<file path="src/rtl/regional_max.sv">
// 8-connected regional-maximum mask of an MxN grey image.
// A SEEK pass clears pixels that have a strictly greater neighbour; PROP passes then spread those clears across equal-valued plateaus.
module regional_max #(
  parameter int M            = 8,
  parameter int N            = 8,
  parameter int PIXEL_WIDTH  = 8,
  parameter int WINDOW_WIDTH = 3,
  parameter int I_WIDTH      = 3,
  parameter int J_WIDTH      = 3,
  parameter int ADDR_WIDTH   = 6
) (
  input  logic                   clk,
  input  logic                   reset_n,
  input  logic                   write_en,
  input  logic [ADDR_WIDTH-1:0]  wr_addr,
  input  logic [PIXEL_WIDTH-1:0] pixel_in,
  input  logic [ADDR_WIDTH-1:0]  rd_addr,
  input  logic                   start,
  output logic                   done,
  output logic [M-1:0][N-1:0]    matrix_output
);

  typedef enum logic [2:0] {S_IDLE, S_INIT, S_SEEK, S_PROP, S_DONE} state_t;

  localparam logic [I_WIDTH:0]   M_EXT  = (I_WIDTH+1)'(M);
  localparam logic [J_WIDTH:0]   N_EXT  = (J_WIDTH+1)'(N);
  localparam logic [I_WIDTH:0]   ONE_I  = (I_WIDTH+1)'(1);
  localparam logic [J_WIDTH:0]   ONE_J  = (J_WIDTH+1)'(1);
  localparam logic [I_WIDTH-1:0] LAST_I = I_WIDTH'(M-1);
  localparam logic [J_WIDTH-1:0] LAST_J = J_WIDTH'(N-1);
  localparam logic [1:0]         LAST_K = 2'(WINDOW_WIDTH-1);

  state_t                 state_q, state_d;
  logic [I_WIDTH-1:0]     i_q, i_d;
  logic [J_WIDTH-1:0]     j_q, j_d;
  logic [1:0]             kr_q, kr_d, kc_q, kc_d;
  logic                   changed_q, changed_d;
  logic                   done_q, done_d;
  logic [M-1:0][N-1:0]    flag_q, flag_d;
  logic [M-1:0][N-1:0]    mask_q, mask_d;

  logic [PIXEL_WIDTH-1:0] img_mem [M][N];

  logic                   unused_rd;
  assign unused_rd = ^rd_addr;

  // Image RAM: loaded only while not computing, never reset
  logic [I_WIDTH-1:0] wr_i;
  logic [J_WIDTH-1:0] wr_j;
  logic               host_phase;
  assign wr_i       = wr_addr[ADDR_WIDTH-1:J_WIDTH];
  assign wr_j       = wr_addr[J_WIDTH-1:0];
  assign host_phase = (state_q == S_IDLE) || (state_q == S_DONE);

  always_ff @(posedge clk) begin
    if (write_en && host_phase && ({1'b0, wr_i} < M_EXT) && ({1'b0, wr_j} < N_EXT)) begin
      img_mem[wr_i][wr_j] <= pixel_in;
    end
  end

  // Current neighbour of the window; wrap-around below zero lands out of range
  logic [I_WIDTH:0]       ni_ext;
  logic [J_WIDTH:0]       nj_ext;
  logic [I_WIDTH-1:0]     ni;
  logic [J_WIDTH-1:0]     nj;
  logic                   nb_valid;
  logic [PIXEL_WIDTH-1:0] ctr_pix, nb_pix;
  logic                   ctr_flag, nb_flag;
  logic                   last_step;

  assign ni_ext    = {1'b0, i_q} + {{(I_WIDTH-1){1'b0}}, kr_q} - ONE_I;
  assign nj_ext    = {1'b0, j_q} + {{(J_WIDTH-1){1'b0}}, kc_q} - ONE_J;
  assign ni        = ni_ext[I_WIDTH-1:0];
  assign nj        = nj_ext[J_WIDTH-1:0];
  assign nb_valid  = (ni_ext < M_EXT) && (nj_ext < N_EXT) && !((kr_q == 2'd1) && (kc_q == 2'd1));
  assign ctr_pix   = img_mem[i_q][j_q];
  assign nb_pix    = img_mem[ni][nj];
  assign ctr_flag  = flag_q[i_q][j_q];
  assign nb_flag   = flag_q[ni][nj];
  assign last_step = (kr_q == LAST_K) && (kc_q == LAST_K) && (i_q == LAST_I) && (j_q == LAST_J);

  always_comb begin
    logic clear;
    state_d   = state_q;
    i_d       = i_q;
    j_d       = j_q;
    kr_d      = kr_q;
    kc_d      = kc_q;
    changed_d = changed_q;
    done_d    = done_q;
    flag_d    = flag_q;
    mask_d    = mask_q;
    clear     = 1'b0;

    // Raster walk: window column, window row, pixel column, pixel row
    if ((state_q == S_SEEK) || (state_q == S_PROP)) begin
      if (kc_q == LAST_K) begin
        kc_d = 2'd0;
        if (kr_q == LAST_K) begin
          kr_d = 2'd0;
          if (j_q == LAST_J) begin
            j_d = '0;
            i_d = (i_q == LAST_I) ? '0 : i_q + 1'b1;
          end else begin
            j_d = j_q + 1'b1;
          end
        end else begin
          kr_d = kr_q + 2'd1;
        end
      end else begin
        kc_d = kc_q + 2'd1;
      end
    end

    case (state_q)
      S_IDLE, S_DONE: begin
        if (start) begin
          done_d  = 1'b0;
          state_d = S_INIT;
        end
      end
      S_INIT: begin
        flag_d  = '1;
        i_d     = '0;
        j_d     = '0;
        kr_d    = 2'd0;
        kc_d    = 2'd0;
        state_d = S_SEEK;
      end
      S_SEEK: begin
        if (nb_valid && (nb_pix > ctr_pix)) begin
          flag_d[i_q][j_q] = 1'b0;
        end
        if (last_step) begin
          changed_d = 1'b0;
          state_d   = S_PROP;
        end
      end
      S_PROP: begin
        clear     = ctr_flag && nb_valid && (nb_pix == ctr_pix) && !nb_flag;
        if (clear) begin
          flag_d[i_q][j_q] = 1'b0;
        end
        changed_d = changed_q | clear;
        if (last_step) begin
          if (changed_q || clear) begin
            changed_d = 1'b0;
          end else begin
            mask_d  = flag_q;
            done_d  = 1'b1;
            state_d = S_DONE;
          end
        end
      end
      default: state_d = S_IDLE;
    endcase
  end

  always_ff @(posedge clk or negedge reset_n) begin
    if (!reset_n) begin
      state_q   <= S_IDLE;
      i_q       <= '0;
      j_q       <= '0;
      kr_q      <= 2'd0;
      kc_q      <= 2'd0;
      changed_q <= 1'b0;
      done_q    <= 1'b0;
      flag_q    <= '0;
      mask_q    <= '0;
    end else begin
      state_q   <= state_d;
      i_q       <= i_d;
      j_q       <= j_d;
      kr_q      <= kr_d;
      kc_q      <= kc_d;
      changed_q <= changed_d;
      done_q    <= done_d;
      flag_q    <= flag_d;
      mask_q    <= mask_d;
    end
  end

  assign done          = done_q;
  assign matrix_output = mask_q;

endmodule

</file>
<file path="config.mk">
export PLATFORM = sky130hd
export DESIGN_NAME = regional_max
export DESIGN_NICKNAME = d
export VERILOG_FILES = /design/src/rtl/regional_max.sv
export SDC_FILE = /design/constraint.sdc
export NUM_CORES = 1
export LEC_CHECK = 0
export ABC_AREA = 1
export CORE_MARGIN = 1.5
export CORE_UTILIZATION = 30
export CTS_CLUSTER_SIZE = 24
export DETAILED_ROUTE_END_ITERATION = 10
export REMOVE_ABC_BUFFERS = 1
export SLEW_MARGIN = 5
export SYNTH_ARGS = -nofsm -noshare
export SYNTH_HDL_FRONTEND = slang
export SYNTH_SLANG_ARGS = --single-unit
</file>
<file path="constraint.sdc">
create_clock -name clk -period 4.4 [get_ports clk]
set_input_delay 1.1 -clock clk [delete_from_list [all_inputs] [get_ports clk]]
set_output_delay 1.1 -clock clk [all_outputs]
set_load 0.02 [all_outputs]
</file>
==> metrics.txt, run 1 <==
Root Buffer=clkbuf_16; fmax=220 MHz; maximum fanout along the worst path=12; largest cells by area after synthesis=edfxtp_1 49%, dfrtp_1 11%, nand2_1 9.3%; Pwr per Cell Area=322 nW/um^2; GPL Wtd Cong=0.953; die area=106,000 um^2; register area=19,000 um^2; clock slew at reported path FFs=60 ps; top-area cell type share of the netlist area=0.491; Peak VDD IR=0.000264 V; CP arrival=5100 ps; Yosys reg bits=655; Seq/Total Area, Yosys=0.606; syn avg cell area=9.85 um^2; post-place setup slack=-605 ps; RSZ-0062 raised after global routing=yes; Final ANT Viol Nets=0; Final Hold Viols=0; Startpoint Class=register; hold buffer count at cts=0; ys async rst share=0.218; Yosys top cell by area=edfxtp_1; final WL=117,000 um; critical path type=reg2reg; cell area after synthesis=31,300 um^2; status=finished with violations; Vias=27,000; TritonCTS clock tree=built; first drt pass iteration count=7; Via-to-Cell Ratio=5.55; crit end category=register; overall power=12,700 uW; min-delay worst type=reg2reg; TritonCTS buffer count=72; Worst Skew=34.4 ps; Fillers=9,990; Initial Utilization=0.302; failing checks=negative setup slack; synth warn=0; worst setup margin=-152 ps; area of the multi-input gates=11,200 um^2; Final Max Slew Viols=0; Slew headroom=0.194; Cells after Synth=3,175; MaxCap Viol Count=0; Die Y=326 um; Leakage=0.0147 uW; largest net degree at the start of global routing=108; antenna violations before repair=3; CTS max path bufs=3; area grow syn2layout=25.7%; Core ar.=103,000 um^2; io pins=89; input/output buffers=82; number of enable flip-flop cells after synthesis=512; final-report setup violation count=126; Worst Tran Pin Value=1210 ps; layout cells sized above 1=0.182; # rows=118; DR iter-0 viols=3,643; min cycle time layout=4550 ps; GRT Total Usage=0.212; top cells by instance count after synthesis=776 x nand2_1, 512 x edfxtp_1, 228 x inv_1; count of different cell masters after synthesis=47; DRC=0; most frequent cell after synthesis=nand2_1; first-pass GRT wire length=169,000 um; chip width=326 um; vias in the first global route=25,100; Critical Path RT=4950 ps; Main synth FF type=edfxtp_1; Area after DPL=35,600 um^2; Net count, final=3,475; final period utilization=1.03; clock sink total=655; Core Util, Final=0.380; hpwl dp=73,500 um; ant diodes=0; Worst-Skew Late Latency=640 ps; H-tree levels=3; Avg WL per Cell=24.0 um; GR Overflow Total=0; Final Cell Area=39,300 um^2
-- through the flow --
stage                     hold WS [ps]  std cells  TNS [ps]
after floorplan                    450       2956  -1211100
after global placement             463       4698    -41900
after detailed placement           469       4698    -44630
after CTS                          478       4856     -2820
after global routing               513       4867    -33390
final                              488       4867    -13420
-- cells by family (layout without fill, tap and decap cells) --
| group | after synthesis | count (layout) | synth area share |
|---|---|---|---|
| DFF | 655 | 655 | 0.606 |
| buffers and inverters | 462 | 774 | 0.0602 |
| adders and majority gates | 20 | 20 | 0.00848 |
| xor gates and xnor gates | 2 | 2 | 0.000560 |
| AOI/OAI and AO/OA | 818 | 818 | 0.162 |
| and+or+nand+nor | 1218 | 1218 | 0.163 |
-- sequential cells by signal (all words and copies together) (netlist names) --
signal / cells
changed_q: 1
done: 1
flag_q: 64
i_q: 3
img_mem: 512
j_q: 3
kc_q: 2
kr_q: 2
matrix_output: 64
state_q: 3
-- what timing repair did --
item	4_1_cts	5_1_grt
gates cloned	14	8
pin swaps	21	23
buffers inserted	15	9
setup endpoints to repair	130	132
gates resized for setup	111	123
-- worst max-delay path, cell delays in order, from the launching register on --
cell and delay, ps:
dfrtp_1 360, inv_2 60, ha_4 260, inv_2 30, ha_4 150, fa_2 630
clkinv_4 130, buf_12 180, buf_12 150, a221o_1 250, o211ai_1 140, o211ai_1 190
o211ai_1 180, nand2_1 100, inv_2 70, ha_4 190, buf_4 130, a21oi_1 130
o21ai_0 110, buf_4 180, o21ai_2 170, o21ai_2 90, nand2_4 150, buf_4 150
buf_12 140, o21ai_1 60, nand2_1 50
-- metal layers --
| layer | GRT usage | wire length, um |
|---|---|---|
| met5 | 0 | 13 |
| met4 | 0.0771 | 4690 |
| met3 | 0.0437 | 12900 |
| met2 | 0.322 | 51500 |
| met1 | 0.298 | 47500 |
-- layout make-up --
class / count / share of cell area
clock inverter: 36 / 0.00703
clock buffer: 94 / 0.0492
inverter: 243 / 0.0236
sequential: 655 / 0.482
timing repair buffer: 401 / 0.109
tap: 1380 / 0.0439
multi-input combinational: 2058 / 0.285
-- power breakdown --
| part | switching, uW | internal (uW) |
|---|---|---|
| clock | 2550 | 3290 |
| sequential | 0 | 6680 |
| combinational | 138 | 18.6 |
| total | 2690 | 9990 |
-- placed cells by master, fill, tap and decap left out, types with 18 or more instances in the layout --
cell	instances
nand2_1	728
edfxtp_1	512
buf_4	233
inv_1	220
nand3_1	207
a21oi_1	199
o21ai_0	165
dfrtp_1	143
nor2_1	124
clkbuf_16	81
o21ai_2	77
clkdlybuf4s50_1	73
a221oi_1	72
o21ai_1	68
nand4_1	63
buf_12	58
o22ai_1	56
a22oi_1	49
nand2_2	40
o211ai_1	37
a32o_1	19
clkbuf_1	19
inv_2	18
-- final timing paths --
path / startpoint / depth (start not counted) / endpoint / slack (ps)
worst min register to register: matrix_output[20] / 2 / matrix_output[20] / 490
max in group asynchronous: reset_n / 2 / matrix_output[22] / 2870
worst max-delay path: i_q[1] / 26 / flag_q[62] / -150
worst max register to register: i_q[1] / 26 / flag_q[62] / -150
worst min-delay path: matrix_output[20] / 2 / matrix_output[20] / 490
min in group asynchronous: reset_n / 1 / matrix_output[53] / 570
Note: power is estimated with default switching activity, not from simulation.
==> run 2: changes to the inputs <==
--- a/config.mk
+++ b/config.mk
@@ -6,7 +6,7 @@
 export NUM_CORES = 1
 export LEC_CHECK = 0
 export ABC_AREA = 1
-export CORE_MARGIN = 1.5
+export ABC_CLOCK_PERIOD_IN_PS = 4400
 export CORE_UTILIZATION = 30
 export CTS_CLUSTER_SIZE = 24
 export DETAILED_ROUTE_END_ITERATION = 10
==> run 2 against run 1 <==
Net effect: the flow still finishes with violations (negative setup slack); combinational power barely moved; sequential share of layout area fell by 0.60 points; first-iteration DRC count up 4.8%; clock skew is 2.0 ps lower; critical path depth fell by 1; global-route usage decreased by 0.16 points; fmax fell by 2.6%; largest power group unchanged; die area decreased by 0.61%; clock-buffer cell count down 4; via count increased by 0.93%; routed wire length shrank 0.35%; sequential power about the same.
==> metrics.txt, run 2 (synthesis results as in run 1) <==
RSZ-0062 raised after global routing=yes (unchanged); post-place setup slack=-400 ps (was -605 ps); vias in the first global route=25,100 (about the same); final-report setup violation count=128 (was 126); Worst Skew=32.4 ps (was 34.4 ps); area grow syn2layout=27.3% (was 25.7%); hold_ws=477 ps (was 488 ps); most common cell after layout, fill and taps aside=nand2_1 (unchanged); Final Max Slew Viols=0 (unchanged); Worst Tran Pin Value=1110 ps (was 1210 ps); Psw=2720 uW (was 2690 uW); Leakage=0.0149 uW (was 0.0147 uW); Final ANT Viol Nets=0 (unchanged); Die Y=325 um (was 326 um); fmax=214 MHz (was 220 MHz); Switching Share=0.210 (was 0.212); Net count, final=3,484 (was 3,475); Core Util, Final=0.385 (was 0.380); CP arrival=5130 ps (was 5100 ps); DR iter-0 viols=3,817 (was 3,643); Avg WL per Cell=23.8 um (was 24.0 um); # rows=118 (unchanged); Startpoint Class=register (unchanged); Final Hold Viols=0 (unchanged); Pwr per Cell Area=325 nW/um^2 (was 322 nW/um^2); DRC=0 (unchanged); maximum fanout along the worst path=8 (was 12); critical path type=reg2reg (unchanged); GPL Wtd Cong=0.970 (was 0.953); clock sink total=655 (unchanged); hold buffer count at cts=0 (unchanged); GR Overflow Total=0 (unchanged); GRT Total Usage=0.210 (was 0.212); min-delay worst type=in2async (was reg2reg); Initial Utilization=0.302 (unchanged); Core ar.=103,000 um^2 (unchanged); chip width=325 um (was 326 um); max reg flops=512 (unchanged); first-pass GRT wire length=167,000 um (was 169,000 um); io pins=89 (unchanged); most frequent cells in the layout=726 x nand2_1, 512 x edfxtp_1, 242 x buf_4 (was 728 x nand2_1, 512 x edfxtp_1, 233 x buf_4); input/output buffers=82 (unchanged); Slew headroom=0.258 (was 0.194); final WL=116,000 um (was 117,000 um); MaxCap Viol Count=0 (unchanged); clock share of power=0.472 (was 0.461); CTS max path bufs=3 (unchanged); Peak VDD IR=0.000226 V (was 0.000264 V); Root Buffer=clkbuf_16 (unchanged); Worst-Skew Late Latency=630 ps (was 640 ps); Reg with most FFs=img_mem (unchanged); largest net degree at the start of global routing=81 (was 108); ant diodes=0 (unchanged); part of the power in registers=0.516 (was 0.527); logic gate share of total power=0.012 (about the same); internal power=10,200 uW (was 9990 uW); antenna violations before repair=3 (unchanged); TritonCTS buffer count=71 (was 72); worst setup margin=-273 ps (was -152 ps); die area=106,000 um^2 (about the same); Via-to-Cell Ratio=5.59 (was 5.55); Vias=27,300 (was 27,000); first drt pass iteration count=5 (was 7); Final Cell Area=39,800 um^2 (was 39,300 um^2); Critical Path RT=4860 ps (was 4950 ps); status=finished with violations (unchanged); H-tree levels=3 (unchanged); failing checks=negative setup slack (unchanged); crit end category=register (unchanged); TritonCTS clock tree=built (unchanged); final period utilization=1.06 (was 1.03); layout cells sized above 1=0.201 (was 0.182); hpwl dp=74,800 um (was 73,500 um); min cycle time layout=4670 ps (was 4550 ps); Area after DPL=35,400 um^2 (was 35,600 um^2); clock slew at reported path FFs=60 ps (about the same)
==> run 2: cell count changes in the layout (fill, tap and decap cells not counted), moves of 4 or more <==
cell,change
o21ai_1,-34
o21ai_2,+32
clkbuf_1,-8
buf_6,+4
buf_12,-18
buf_8,+5
nand2_4,+16
clkbuf_16,+10
nand2_2,-14
nand3_1,-5
nand3_2,+5
buf_4,+9
==> run 2: area by class of cell <==
| type | count | area [um^2] |
|---|---|---|
| Clock buffer | 90 | 2000 |
| Clock inverter | 40 | 350 |
| Fill cell | 9964 | 63700 |
| Inverter | 243 | 927 |
| Multi-Input combinational cell | 2059 | 11500 |
| Sequential cell | 655 | 19000 |
| Tap cell | 1380 | 1730 |
| Timing Repair Buffer | 410 | 4350 |
==> run 2: what timing repair did <==
action	4_1_cts	5_1_grt
hold endpoints to repair	0	0
endpoints found under the setup margin	132	130
setup buffers	18	4
resized for setup	89	218
gates cloned	10	19
pin swaps	24	17
==> run 2: stage by stage <==
stage / power [uW] / TNS, ps / cells
3_3_place_gp: 6960 / -30300 / 4700
5_1_grt: 13200 / -33200 / 4877
3_5_place_dp: 6960 / -35290 / 4700
6_report: 12900 / -20060 / 4877
2_1_floorplan: 6820 / -1211100 / 2956
4_1_cts: 13000 / -2330 / 4857
==> run 2: routing by layer <==
metal | part of all wire | vias up | global-route usage
met4 | 0.032 | 6 | 0.0686
met3 | 0.12 | 264 | 0.0431
met5 | 0.00029 | - | 0
li1 | - | 11900 | -
met1 | 0.41 | 13400 | 0.299
met2 | 0.45 | 1723 | 0.318
==> run 2: power by group through the flow <==
stage / clock network (uW) / logic [uW] / registers [uW]
floorplan: 0 / 8.53 / 6810
global placement: 0 / 151 / 6810
detailed placement: 0 / 154 / 6810
CTS: 6160 / 154 / 6680
global route: 6380 / 165 / 6680
finish: 6100 / 155 / 6680
==> run 2: path summary, 6_finish.rpt <==
| path | from | to | slack (ps) | depth (start not counted) |
|---|---|---|---|---|
| worst min-delay path | reset_n | matrix_output[61] | 480 | 1 |
| max in group asynchronous | reset_n | flag_q[42] | 3040 | 2 |
| worst max register to register | i_q[1] | flag_q[32] | -270 | 25 |
| worst max-delay path | i_q[1] | flag_q[32] | -270 | 25 |
| min in group clk | flag_q[26] | flag_q[26] | 480 | 2 |
| worst min register to register | flag_q[26] | flag_q[26] | 480 | 2 |
==> run 2: critical path, stage by stage, from the launching register on <==
cell and delay [ps]:
dfrtp_1 360, inv_2 60, ha_4 260, inv_2 30, ha_4 140, fa_2 650
clkinv_4 160, buf_12 180, buf_4 130, nand3_1 100, nand3_2 110, o211ai_1 210
nand3_2 200, nand2_1 90, inv_1 60, ha_4 260, nand4_1 120, buf_6 160
buf_4 140, nor3_4 180, nand4_1 170, nand2_2 210, nand2_4 150, buf_8 180
o21ai_2 120, nand2_1 60
